**src/rtl/load_store_unit.sv**
```systemverilog
// MEM-stage load/store initiator: one outstanding access, byte-lane strobes, extended load data.
// Optional alignment checking is enabled by defining LSU_MISALIGN_CHECK_EN.
module load_store_unit #(
    parameter int ADDR_W = 9,
    parameter int DATA_W = 32
) (
    input  logic              clk,
    input  logic              rst_n,
    input  logic              req_valid,
    output logic              req_ready,
    input  logic              req_write,
    input  logic [2:0]        req_funct3,
    input  logic [ADDR_W-1:0] req_addr,
    input  logic [DATA_W-1:0] req_wdata,
    output logic              mem_req,
    output logic              mem_we,
    output logic [ADDR_W-1:0] mem_addr,
    output logic [3:0]        mem_wstrb,
    output logic [DATA_W-1:0] mem_wdata,
    input  logic              mem_ack,
    input  logic [DATA_W-1:0] mem_rdata,
    output logic              resp_valid,
    output logic [DATA_W-1:0] resp_rdata,
    output logic              resp_err,
    output logic              stall
);

    typedef enum logic [1:0] {
        S_IDLE,
        S_BUS,
        S_RESP
    } state_e;

    state_e state_q, state_d;

    logic              mem_req_q,   mem_req_d;
    logic              mem_we_q,    mem_we_d;
    logic [ADDR_W-1:0] mem_addr_q,  mem_addr_d;
    logic [3:0]        mem_wstrb_q, mem_wstrb_d;
    logic [DATA_W-1:0] mem_wdata_q, mem_wdata_d;
    logic [DATA_W-1:0] resp_rdata_q, resp_rdata_d;
    logic              resp_err_q,  resp_err_d;
    logic [2:0]        f3_q,        f3_d;
    logic [1:0]        lsb_q,       lsb_d;

    logic              req_legal;
    logic              req_misalign;
    logic [3:0]        st_strb;
    logic [DATA_W-1:0] st_data;
    logic [7:0]        ld_byte;
    logic [15:0]       ld_half;
    logic [DATA_W-1:0] ld_ext;

    // Request decode: legality, alignment and store lane placement
    always_comb begin
        req_legal    = 1'b0;
        req_misalign = 1'b0;
        st_strb      = 4'b0000;
        st_data      = '0;

        if (req_write) begin
            req_legal = (req_funct3 == 3'b000) || (req_funct3 == 3'b001) ||
                        (req_funct3 == 3'b010);
        end else begin
            req_legal = (req_funct3 == 3'b000) || (req_funct3 == 3'b001) ||
                        (req_funct3 == 3'b010) || (req_funct3 == 3'b100) ||
                        (req_funct3 == 3'b101);
        end

`ifdef LSU_MISALIGN_CHECK_EN
        req_misalign = ((req_funct3[1:0] == 2'b01) && req_addr[0]) ||
                       ((req_funct3[1:0] == 2'b10) && (req_addr[1:0] != 2'b00));
`else
        req_misalign = 1'b0;
`endif

        if (req_write) begin
            case (req_funct3[1:0])
                2'b00: begin
                    st_strb = 4'b0001 << req_addr[1:0];
                    st_data = {4{req_wdata[7:0]}};
                end
                2'b01: begin
                    st_strb = req_addr[1] ? 4'b1100 : 4'b0011;
                    st_data = {2{req_wdata[15:0]}};
                end
                default: begin
                    st_strb = 4'b1111;
                    st_data = req_wdata;
                end
            endcase
        end
    end

    // Load lane select and extension, using the captured funct3 and address LSBs
    always_comb begin
        ld_byte = 8'h00;
        ld_half = lsb_q[1] ? mem_rdata[31:16] : mem_rdata[15:0];
        ld_ext  = '0;

        case (lsb_q)
            2'd0:    ld_byte = mem_rdata[7:0];
            2'd1:    ld_byte = mem_rdata[15:8];
            2'd2:    ld_byte = mem_rdata[23:16];
            default: ld_byte = mem_rdata[31:24];
        endcase

        case (f3_q)
            3'b000:  ld_ext = {{(DATA_W-8){ld_byte[7]}}, ld_byte};
            3'b001:  ld_ext = {{(DATA_W-16){ld_half[15]}}, ld_half};
            3'b100:  ld_ext = {{(DATA_W-8){1'b0}}, ld_byte};
            3'b101:  ld_ext = {{(DATA_W-16){1'b0}}, ld_half};
            default: ld_ext = mem_rdata;
        endcase
    end

    always_comb begin
        state_d      = state_q;
        mem_req_d    = mem_req_q;
        mem_we_d     = mem_we_q;
        mem_addr_d   = mem_addr_q;
        mem_wstrb_d  = mem_wstrb_q;
        mem_wdata_d  = mem_wdata_q;
        resp_rdata_d = resp_rdata_q;
        resp_err_d   = resp_err_q;
        f3_d         = f3_q;
        lsb_d        = lsb_q;

        case (state_q)
            S_IDLE: begin
                if (req_valid) begin
                    f3_d  = req_funct3;
                    lsb_d = req_addr[1:0];
                    if (!req_legal || req_misalign) begin
                        state_d      = S_RESP;
                        resp_err_d   = 1'b1;
                        resp_rdata_d = '0;
                    end else begin
                        state_d     = S_BUS;
                        mem_req_d   = 1'b1;
                        mem_we_d    = req_write;
                        mem_addr_d  = {req_addr[ADDR_W-1:2], 2'b00};
                        mem_wstrb_d = st_strb;
                        mem_wdata_d = st_data;
                    end
                end
            end
            S_BUS: begin
                if (mem_ack) begin
                    state_d      = S_RESP;
                    mem_req_d    = 1'b0;
                    resp_err_d   = 1'b0;
                    resp_rdata_d = mem_we_q ? '0 : ld_ext;
                end
            end
            S_RESP: begin
                state_d      = S_IDLE;
                resp_err_d   = 1'b0;
                resp_rdata_d = '0;
            end
            default: begin
                state_d   = S_IDLE;
                mem_req_d = 1'b0;
            end
        endcase
    end

    always_ff @(posedge clk or negedge rst_n) begin
        if (!rst_n) begin
            state_q      <= S_IDLE;
            mem_req_q    <= 1'b0;
            mem_we_q     <= 1'b0;
            mem_addr_q   <= '0;
            mem_wstrb_q  <= '0;
            mem_wdata_q  <= '0;
            resp_rdata_q <= '0;
            resp_err_q   <= 1'b0;
            f3_q         <= '0;
            lsb_q        <= '0;
        end else begin
            state_q      <= state_d;
            mem_req_q    <= mem_req_d;
            mem_we_q     <= mem_we_d;
            mem_addr_q   <= mem_addr_d;
            mem_wstrb_q  <= mem_wstrb_d;
            mem_wdata_q  <= mem_wdata_d;
            resp_rdata_q <= resp_rdata_d;
            resp_err_q   <= resp_err_d;
            f3_q         <= f3_d;
            lsb_q        <= lsb_d;
        end
    end

    assign req_ready  = (state_q == S_IDLE);
    assign resp_valid = (state_q == S_RESP);
    assign stall      = ((state_q == S_IDLE) && req_valid) || (state_q == S_BUS);
    assign mem_req    = mem_req_q;
    assign mem_we     = mem_we_q;
    assign mem_addr   = mem_addr_q;
    assign mem_wstrb  = mem_wstrb_q;
    assign mem_wdata  = mem_wdata_q;
    assign resp_rdata = resp_rdata_q;
    assign resp_err   = resp_err_q;

endmodule
```
**config.mk**
```make
export PLATFORM = sky130hd
export DESIGN_NAME = load_store_unit
export DESIGN_NICKNAME = d
export VERILOG_FILES = /design/src/rtl/load_store_unit.sv
export SDC_FILE = /design/constraint.sdc
export NUM_CORES = 1
export LEC_CHECK = 0
export ABC_AREA = 1
export CAP_MARGIN = 20
export CORE_AREA = 2 2 103 105
export CTS_CLUSTER_SIZE = 20
export DETAILED_ROUTE_END_ITERATION = 10
export DIE_AREA = 0 0 105 107
export PLACE_DENSITY = 0.8
export RECOVER_POWER = 25
export SLEW_MARGIN = 20
export SYNTH_ARGS = -nofsm -noshare
export SYNTH_HDL_FRONTEND = slang
export SYNTH_SLANG_ARGS = --single-unit
```
**constraint.sdc**
```tcl
create_clock -name clk -period 1.9 [get_ports clk]
set_input_delay 0.285 -clock clk [delete_from_list [all_inputs] [get_ports clk]]
set_output_delay 0.285 -clock clk [all_outputs]
set_load 0.1 [all_outputs]
```
==> out/results.ini <==
[setup_path]
end_kind=output pin
cp.required_ns=1.62
setup.worst_path.class=reg -> out
worstPathCellList=inv_2, ha_4, nand2_1, buf_4, nand2_2, buf_12
cp_slowest_cell=dfrtp_1
max_stage_delay_ns=0.43
cp.arrival_ns=1.54
reg2reg_to=resp_rdata[22]
crit_path_max_fanout=11
startpoint_type=flop
rrSetupSlack_ns=0.16
rr_worst_depth=9
r2r-start=state_q[1]

[finish]
diodes=0
drive_gt1_share_pct=21.5
areaGrowthSynthToFinish_pct=40.8
fin_nets=838

[floorplan]
pin_count=164
initial_core_util_pct=44.4
fp.dieW_um=105
die_area_mm2=0.0112
rows=37
die_h_um=107
coreArea_mm2=0.0101

[clocking]
cts_buffers=9
cts_sinks=85
path_clk_slew_ns=0.09
cts_tree=yes
h-tree-depth=3
cts.root.buffer_cell=clkbuf_8
clock_latency_ns=0.36
clockBufferDepth=2

[logic_synthesis]
syn_inst=583
yosysWarnings=0
yosysUniqueCellTypes=30
netlist_area_mm2=0.00448
avgSynthCellArea_um2=7.68
seq_area_frac_synth_pct=47.5
synth_seq_cells=85

[worst_hold_path]
hold_depth=3
min_from=req_addr[5]
hp-class=in -> reg
whs_endpoint=mem_addr[5]

[detailed_routing]
wl_per_cell_um=14.9
drc_errors=0
routed_via_density=5.10
num_vias=4562
dr.pass1.iters=5
drt_iter0_markers=231
drt_wl_total_um=13300
ant_nets=0

[timing]
slew_viol_final=0
tightest_slew_ns=0.909
hold_violations=0
grt_setup_unrepaired=false
maxSlewHeadroom_pct=39.4
max_freq_mhz=547
skew_ns=0.00994
min_period_over_period_pct=96.2
setup_ws_ns=0.0713
setup_violations=0
min_period_ns=1.83

[global_routing]
grt_pass1_vias=4505
overflow=0
antenna_found_initial=0
grt_pass1_wl_um=21600
track_usage_pct=24.0
grt_max_degree=37

[status]
status=complete, no violations

[place]
port_buffers=161
dp_hpwl_um=10100
pre_cts_ws_ns=-0.0567
gp_congestion=0.916

[job]
maxCapViolCount=0

## repair_timing
action                                 in CTS  in global routing
endpoints found under the hold margin      34                  0
setup endpoints to repair                   1                  3
hold buffers                                1                  0
gates cloned                                0                  0
setup buffers                               0                  4
pin swaps                                   1                  1
gates resized for setup                     2                  0
## Yosys cell counts
library cell,number,area [um^2]
a21oi_1,16,80.1
a31oi_1,1,6.26
buf_2,8,40.0
buf_4,3,22.5
buf_6,11,124
clkbuf_1,8,30.0
conb_1,1,3.75
dfrtp_1,85,2130
ha_1,4,50.1
inv_1,36,135
inv_2,3,11.3
inv_4,1,6.26
nand2_1,217,815
nand2_2,5,31.3
nand2_4,1,11.3
nand3_1,20,100
nand3_2,1,10.0
nand3_4,1,17.5
nand3b_1,1,7.51
nand3b_4,1,20.0
nand4_1,4,25.0
nor2_1,72,270
nor2_2,2,12.5
nor2_4,1,11.3
o211ai_1,3,22.5
o21ai_0,38,190
o21ai_1,11,55.1
o21ai_2,19,166
o21bai_1,1,7.51
o221ai_1,8,70.1
## logic make-up after synthesis
group | Yosys count | synth area share [%]
AO/OA/AOI/OAI | 97 | 13.4
other | 1 | 0.0837
AND/OR/NAND/NOR | 326 | 29.7
adder cells (fa/ha/maj) | 4 | 1.12
buffers and inverters | 70 | 8.24
flip-flops | 85 | 47.5
## critical path, delay by kind of cell (launching register included)
family | cells | cell delay (ns)
flip-flops | 1 | 0.43
AND/OR/NAND/NOR | 2 | 0.15
buffers and inverters | 3 | 0.44
adder cells (fa/ha/maj) | 1 | 0.17
## cell usage in the layout (no fill, tap or decap), drive strengths merged
| master | synthesis | routed |
|---|---|---|
| clkinvlp | 0 | 1 |
| clkdlybuf4s50 | 0 | 79 |
| nand4 | 4 | 4 |
| bufinv | 0 | 1 |
| o21bai | 1 | 1 |
| clkinv | 0 | 4 |
| o211ai | 3 | 3 |
| nor2 | 75 | 75 |
| conb | 1 | 2 |
| o221ai | 8 | 8 |
| ha | 4 | 4 |
| a21oi | 16 | 16 |
| clkbuf | 8 | 12 |
| o21ai | 68 | 68 |
| nand3b | 2 | 2 |
| dlygate4sd3 | 0 | 1 |
| inv | 40 | 41 |
| dfrtp | 85 | 85 |
| a31oi | 1 | 1 |
| nand2 | 223 | 223 |
| buf | 22 | 105 |
| nand3 | 22 | 22 |
## per-stage QoR
| step | instances | hold WS (ns) | setup TNS (ns) | instance area, um^2 | utilization, % |
|---|---|---|---|---|---|
| floorplan | 584 | -0.0106 | 0 | 4500 | - |
| global placement | 873 | 0.272 | -0.124 | 6100 | 60.4 |
| detailed placement | 873 | 0.284 | -0.636 | 6100 | 60.4 |
| CTS | 890 | 0.443 | 0 | 6310 | 62.5 |
| global route | 894 | 0.468 | 0 | 6310 | 62.5 |
| finish | 894 | 0.455 | 0 | 6310 | 62.5 |
## how the worst max path moves through the flow
stage,slack [ns],start,to,cells past startpoint
final,0.07,state_q[0],stall,6
after global placement,-0.02,req_funct3[1],resp_rdata[17],9
after floorplan,0.005,state_q[0],stall,5
after CTS,0.01,state_q[1],stall,6
after global routing,0.001,state_q[0],stall,6
after detailed placement,-0.06,req_funct3[1],resp_rdata[18],9
## layout make-up
type	instances	area, um^2
inverters	40	153
repair buffers	188	1660
multi-input cells	429	2000
clock buffers	9	124
flip-flops and latches	85	2130
clock inverters	7	73.8
fillers	916	3780
well taps	136	170
## registers in the layout (all words and copies together), names as in the netlist
| register | flops |
|---|---|
| f3_q | 3 |
| lsb_q | 2 |
| mem_addr | 7 |
| mem_req | 1 |
| mem_wdata | 32 |
| mem_we | 1 |
| mem_wstrb | 4 |
| resp_err | 1 |
| resp_rdata | 32 |
| state_q | 2 |
## routing by layer
metal | track usage (%) | vias to the layer above | part of all wire (%)
li1 | - | 2188 | -
met1 | 31.4 | 2119 | 43
met2 | 38.0 | 228 | 45
met3 | 7.11 | 27 | 9.2
met4 | 8.48 | 0 | 2.5
met5 | 0 | - | 0
Power is not shown: default switching activity piles up to over one toggle a cycle in this logic, so the estimate is an artifact.
